### config.mk
export PLATFORM = sky130hd
export DESIGN_NAME = ram_arbiter
export DESIGN_NICKNAME = d
export VERILOG_FILES = /design/src/rtl/ram_arbiter.sv
export SDC_FILE = /design/constraint.sdc
export NUM_CORES = 1
export LEC_CHECK = 0
export ABC_CLOCK_PERIOD_IN_PS = 2500
export BUFFER_PORTS_ARGS = -buffer_cell sky130_fd_sc_hd__buf_2
export CAP_MARGIN = 5
export CORE_AREA = 2 2 114 116
export DETAILED_ROUTE_END_ITERATION = 10
export DIE_AREA = 0 0 116 118
export GPL_ROUTABILITY_DRIVEN = 0
export PLACE_DENSITY = 0.64
export SLEW_MARGIN = 15
export SYNTH_ARGS = -nofsm -noshare
export SYNTH_HDL_FRONTEND = slang
export SYNTH_SLANG_ARGS = --single-unit
### constraint.sdc
create_clock -name clk -period 2.5 [get_ports clk]
set_input_delay 0.25 -clock clk [delete_from_list [all_inputs] [get_ports clk]]
set_output_delay 0.25 -clock clk [all_outputs]
set_load 0.1 [all_outputs]
### src/rtl/ram_arbiter.sv
`default_nettype none
// ============================================================================
// Module   : ram_arbiter
// Purpose  : Two-port round-robin arbiter/sequencer in front of a single-ported
//            64Ki x 32 on-chip RAM. Each access is a fixed three-cycle
//            transaction (IDLE -> ISSUE -> DONE); contended grants alternate.
// Revision : 1.0 - initial release
// ============================================================================
module ram_arbiter #(
    parameter int ADDR_W = 16
) (
    input  logic              clk,
    input  logic              rst,
    // Port 0 (CPU native memory interface)
    input  logic              m0_valid,
    input  logic [31:0]       m0_addr,
    input  logic [3:0]        m0_wstrb,
    input  logic [31:0]       m0_wdata,
    output logic              m0_ready,
    output logic [31:0]       m0_rdata,
    // Port 1 (secondary master)
    input  logic              m1_valid,
    input  logic [31:0]       m1_addr,
    input  logic [3:0]        m1_wstrb,
    input  logic [31:0]       m1_wdata,
    output logic              m1_ready,
    output logic [31:0]       m1_rdata,
    // RAM side
    output logic              ram_ce,
    output logic [3:0]        ram_wr,
    output logic [ADDR_W-1:0] ram_addr,
    output logic [31:0]       ram_d,
    input  logic [31:0]       ram_q
);

    typedef enum logic [1:0] {
        S_IDLE  = 2'd0,
        S_ISSUE = 2'd1,
        S_DONE  = 2'd2
    } state_t;

    state_t              state_q;
    logic                last_grant_q;
    logic                grant_q;
    logic                ram_ce_q;
    logic [3:0]          ram_wr_q;
    logic [ADDR_W-1:0]   ram_addr_q;
    logic [31:0]         ram_d_q;
    logic                m0_ready_q;
    logic                m1_ready_q;

    logic                grant_d;
    logic                req_any_d;
    logic [ADDR_W-1:0]   sel_addr_d;
    logic [3:0]          sel_wstrb_d;
    logic [31:0]         sel_wdata_d;

    // Arbitration decision: a lone requester wins; on contention the port
    // that was not granted last time wins.
    always_comb begin
        req_any_d   = m0_valid | m1_valid;
        grant_d     = m1_valid & (~m0_valid | ~last_grant_q);
        sel_addr_d  = grant_d ? m1_addr[ADDR_W+1:2] : m0_addr[ADDR_W+1:2];
        sel_wstrb_d = grant_d ? m1_wstrb : m0_wstrb;
        sel_wdata_d = grant_d ? m1_wdata : m0_wdata;
    end

    // Transaction sequencer with registered RAM controls and ready pulses.
    always_ff @(posedge clk) begin
        if (rst) begin
            state_q      <= S_IDLE;
            last_grant_q <= 1'b1;
            grant_q      <= 1'b0;
            ram_ce_q     <= 1'b0;
            ram_wr_q     <= 4'b0000;
            ram_addr_q   <= '0;
            ram_d_q      <= 32'd0;
            m0_ready_q   <= 1'b0;
            m1_ready_q   <= 1'b0;
        end else begin
            case (state_q)
                S_IDLE: begin
                    m0_ready_q <= 1'b0;
                    m1_ready_q <= 1'b0;
                    if (req_any_d) begin
                        grant_q      <= grant_d;
                        last_grant_q <= grant_d;
                        ram_ce_q     <= 1'b1;
                        ram_wr_q     <= sel_wstrb_d;
                        ram_addr_q   <= sel_addr_d;
                        ram_d_q      <= sel_wdata_d;
                        state_q      <= S_ISSUE;
                    end
                end
                S_ISSUE: begin
                    // RAM samples ce/wr/addr/d on this edge; q is valid in DONE.
                    ram_ce_q   <= 1'b0;
                    ram_wr_q   <= 4'b0000;
                    m0_ready_q <= ~grant_q;
                    m1_ready_q <= grant_q;
                    state_q    <= S_DONE;
                end
                S_DONE: begin
                    m0_ready_q <= 1'b0;
                    m1_ready_q <= 1'b0;
                    state_q    <= S_IDLE;
                end
                default: begin
                    ram_ce_q   <= 1'b0;
                    ram_wr_q   <= 4'b0000;
                    m0_ready_q <= 1'b0;
                    m1_ready_q <= 1'b0;
                    state_q    <= S_IDLE;
                end
            endcase
        end
    end

    assign ram_ce   = ram_ce_q;
    assign ram_wr   = ram_wr_q;
    assign ram_addr = ram_addr_q;
    assign ram_d    = ram_d_q;
    assign m0_ready = m0_ready_q;
    assign m1_ready = m1_ready_q;

    // Read data is a straight passthrough of the RAM output register.
    assign m0_rdata = ram_q;
    assign m1_rdata = ram_q;

    // Byte-lane and out-of-range address bits are deliberately ignored.
    logic unused_addr_bits;
    assign unused_addr_bits = ^{m0_addr[31:ADDR_W+2], m0_addr[1:0],
                                m1_addr[31:ADDR_W+2], m1_addr[1:0]};

endmodule
`default_nettype wire

* Word level (Yosys, flattened, before mapping)
Index checks and enable logic that the tools add are counted.
Storage, ports and cells: register bits 59, input port bits 172, output and inout bits 119, word-level logic and storage cells 33
Operators by class: eq/ne operators 3, multiplexer cells 9, bitwise gates (word level) 8, reductions and logical operators 4
Operator list (count):
- $mux 32 | 1
- $mux 16 | 1
- $mux 4 | 2
- $pmux 4 s2 | 1
- $not 1->1 | 5
- $pmux 2 s2 | 1
- $reduce_and 2->1 | 2
- $eq 2x1->1 const B | 1
- $eq 2x2->1 const B | 1
- $logic_not 2->1 | 1
- $mux 2 | 1
- $ne 2x2->1 const B | 1
- $or 1x1->1 | 2
- $pmux 1 s2 | 1
- $reduce_or 2->1 | 1
- $and 1x1->1 | 1
- $mux 1 | 1

* Logic depth before layout (Yosys ltp)
depth after elaboration 6, depth in mapped cells 6, gate-level depth less buffers 3

* Least setup slack after synthesis
Ideal clock, no wire load.
kind reg-to-reg, start register, netlist name ram_d[12], end register ram_d_q[12] (netlist: ram_d[12]), setup time 0.089 ns, data arrival time 1.277 ns, required time 2.411 ns, path slack 1.134 ns, cell stages (with the launch flop) 3, buffers on the path 0, clock period less this slack 1.366 ns, path through dfxtp_1 > a21oi_1 > a311oi_2
RTL lines:
- end signal, assigned | line 91 | ram_d_q <= sel_wdata_d;
- end, declared | line 48 | logic [31:0] ram_d_q;

* Worst setup path in the final report
start register last_grant_q, end register ram_d_q[13] (netlist: ram_d[13])
Between the ends: longest elaborated chain between the ends 4
RTL lines:
- start, declared | line 43 | logic last_grant_q;
- start signal, assigned | line 87 | last_grant_q <= grant_d;
- $not 1->1 | line 62 | grant_d = m1_valid & (~m0_valid | ~last_grant_q);
- $or 1x1->1 | line 62
- $and 1x1->1 | line 62
- $mux 32 | line 65 | sel_wdata_d = grant_d ? m1_wdata : m0_wdata;
No other way between the ends. A chain may end at the register's enable or synchronous reset.

==> results_dict.tcl <==
set metrics [dict create \
    status "completed" \
    holdCritPathClass "primary input to flop" \
    design_area_sq_mm 0.00395 \
    post_synth_num_cell_types 26 \
    syn_nets 548 \
    hold_end "ram_d[30]$_SDFFE_PP0P_" \
    cts_resized 0 \
    maxCapViolations 0 \
    pre_cts_ws_ns 0.604 \
    netlist_area_sq_mm 0.00317 \
    boundaryPins 291 \
    period_share 0.688 \
    grt_max_degree 54 \
    synth_fa_ha_area_frac 0 \
    cp-start-kind "flop" \
    min_path_cells 3 \
    dieArea_sq_mm 0.0137 \
    num_vias 2973 \
    synth_compound_gate_area_share 0.275 \
    clock-root-buffer "clkbuf_16" \
    place_area_sq_mm 0.00365 \
    p_leak_nw 1.82 \
    most-common-layout-cells "162 x buf_2, 98 x nand2_1, 59 x dfxtp_1" \
    ir_drop_mv 0.255 \
    max-slew-margin-rel 0.531 \
    grt_pass1_vias 3003 \
    start_util 0.255 \
    yosysWarnings 0 \
    cts_tree "done" \
    setup_ws_ns 0.780 \
    timing_hold_violations_final 0 \
    yosysSeqAreaShare 0.372 \
    port_buffers 162 \
    fillers 1312 \
    clk_pin_slew_worst_paths_ns 0.05 \
    fmaxAchievable_mhz 582 \
    p_comb_frac 0.368 \
    skew_ns 0.00605 \
    routed_via_density 4.68 \
    routed_wl_um 8980 \
    r2r-start "last_grant_q$_SDFFE_PP1P_" \
    syn_area_per_cell_sq_um 8.44 \
    overflow 0 \
    post_cts_buffers 0 \
    critPathTopFamily "compound AO/OA/AOI/OAI gates" \
    grt.total_usage 0.133 \
    grt_pass1_wl_um 14300 \
    reg2reg_depth 4 \
    critPathMaxStageDelay_ns 0.58 \
    worstReg2RegEnd "ram_d[13]$_SDFFE_PP0P_" \
    clock_latency_ns 0.33 \
    cts_made_buffers 9 \
    h-tree-depth 3 \
    dr.pass1.iters 4 \
    setup.worst_path.class "flop to flop" \
    layout_commonest_cell "buf_2" \
    drt_iter0_drc 79 \
    post-route-min-period_ns 1.72 \
    critical_path.max_fanout 27 \
    cp-end-kind "flop" \
    nets 631 \
    drc 0 \
    rows 41 \
    worstPathCellList "a21bo_2 -> buf_12 -> nand2_1 -> a311oi_2" \
    grt_antenna_before_repair 0 \
    final_util 0.318 \
    setup_viol 0 \
    rsz0062_at_grt "no" \
    synth_top_family_by_area "compound AO/OA/AOI/OAI gates" \
    seqCellArea_sq_mm 0.00118 \
    internal-power_w 0.00207 \
    num_antenna_cells 0 \
    critPathBufInv 1 \
    cts.sinks 59 \
    p_sw_w 0.00148 \
    fp.dieW_um 116 \
    yosys.area_share.simple 0.137 \
    cts_hold_buffers 0 \
    synthToLayoutAreaGrowth_pct 24.4 \
    netlist_instances 376 \
    crit_path_top_delay_cell "a21bo_2" \
    crit_arrival_ns 1.96 \
    avgRoutedWirePerCell_um 14.1 \
    clockBufferDepth 2 \
    p_clk_frac 0.321 \
    coreArea_sq_mm 0.0124 \
    dp_hpwl_um 6150 \
    muxShareOfSynthArea 0.0126 \
    seqPwrFrac 0.311 \
    die_h_um 118 \
    holdCritStartpoint "m1_wdata[30]" \
    ant_nets 0 \
    ys_ff_latch 59 \
    worst_slew_pin_slew_ns 0.702 \
    finalSetupTns_ns 0 \
    worst-r2r-setup-slack_ns 0.78 \
    synth_xor_area_frac 0 \
    report.final.slew_viol_count 0 \
    drive_gt1_frac 0.454 \
    multi_input_area_sq_mm 0.00137 \
    swShare 0.418 \
    required_ns 2.74 \
    p_per_area_mw_per_mm2 900 \
]
-- through the flow --
step                      hold WS [ns]  instances  power, W
after global routing             0.175        635   0.00373
after global placement           0.424        619   0.00241
after detailed placement         0.437        619   0.00243
after CTS                        0.166        634   0.00360
final                            0.186        635   0.00355
after floorplan                  0.396        376   0.00265
-- metal layers --
layer | up-vias | global-route usage | wire (um)
met4 | 0 | 0.0640 | 232
met2 | 131 | 0.220 | 4280
met3 | 31 | 0.0453 | 709
met5 | - | 0 | 0
li1 | 1422 | - | -
met1 | 1389 | 0.150 | 3760
-- tightest hold or removal path, stage by stage --
cell and delay, ns:
buf_2 0.09, nand2_1 0.04, a311oi_1 0.07
-- layout make-up --
| class | instances | share of cell area |
|---|---|---|
| clock buffer | 13 | 0.0685 |
| clock inverter | 2 | 0.00254 |
| inverter | 1 | 0.000951 |
| multi-input combinational | 219 | 0.346 |
| sequential | 59 | 0.299 |
| tap | 172 | 0.0545 |
| timing repair buffer | 169 | 0.228 |
-- power by group through the flow --
stage	registers (W)	clock network, W	logic [W]
6_report	0.00110	0.00114	0.00131
5_1_grt	0.00111	0.00124	0.00138
4_1_cts	0.00110	0.00119	0.00131
3_5_place_dp	0.00112	0	0.00131
3_3_place_gp	0.00112	0	0.00129
2_1_floorplan	0.00183	0	0.000817
-- cells by family (layout without fill, tap and decap cells) --
family,after synthesis,after routing
buffers and inverters,98,185
AO/OA/AOI/OAI,106,106
AND/OR/NAND/NOR,109,109
multiplexers,4,4
flip-flops,59,59
-- how the worst max path moves through the flow --
stage / from / slack [ns] / to / cells after the start
after floorplan: ram_d[12]$_SDFFE_PP0P_ / 1.13 / ram_d[12]$_SDFFE_PP0P_ / 2
after global placement: m0_valid / 0.66 / ram_d[19]$_SDFFE_PP0P_ / 4
after detailed placement: m0_valid / 0.60 / ram_d[15]$_SDFFE_PP0P_ / 4
after CTS: state_q[1]$_SDFFE_PP0P_ / 0.68 / ram_d[15]$_SDFFE_PP0P_ / 3
after global routing: last_grant_q$_SDFFE_PP1P_ / 0.64 / ram_addr[2]$_SDFFE_PP0P_ / 4
final: last_grant_q$_SDFFE_PP1P_ / 0.78 / ram_d[13]$_SDFFE_PP0P_ / 4
-- cells in the mapped netlist, drive strengths merged --
cell type,n,share of area
nand3b,1,0.0024
o21ba,1,0.0032
a221o,1,0.0032
inv,1,0.0012
dfxtp,59,0.37
a311oi,48,0.17
a21boi,1,0.0024
nor2,2,0.0032
buf,76,0.18
and2,2,0.0039
a21oi,49,0.077
o2bb2ai,4,0.011
nor3,2,0.0032
nand2,98,0.12
mux2i,4,0.013
nor3b,1,0.0024
clkbuf,21,0.025
a21bo,2,0.0063
or2,1,0.0020
nor2b,2,0.0039
-- sequential cells by signal (all words and copies together), names as in the netlist --
name and cells:
ram_d 32, m0_ready 1, ram_addr 16, m1_ready 1, ram_ce 1, grant_q 1, ram_wr 4, last_grant_q 1
state_q 2
Power figures use the tool's default switching activity.
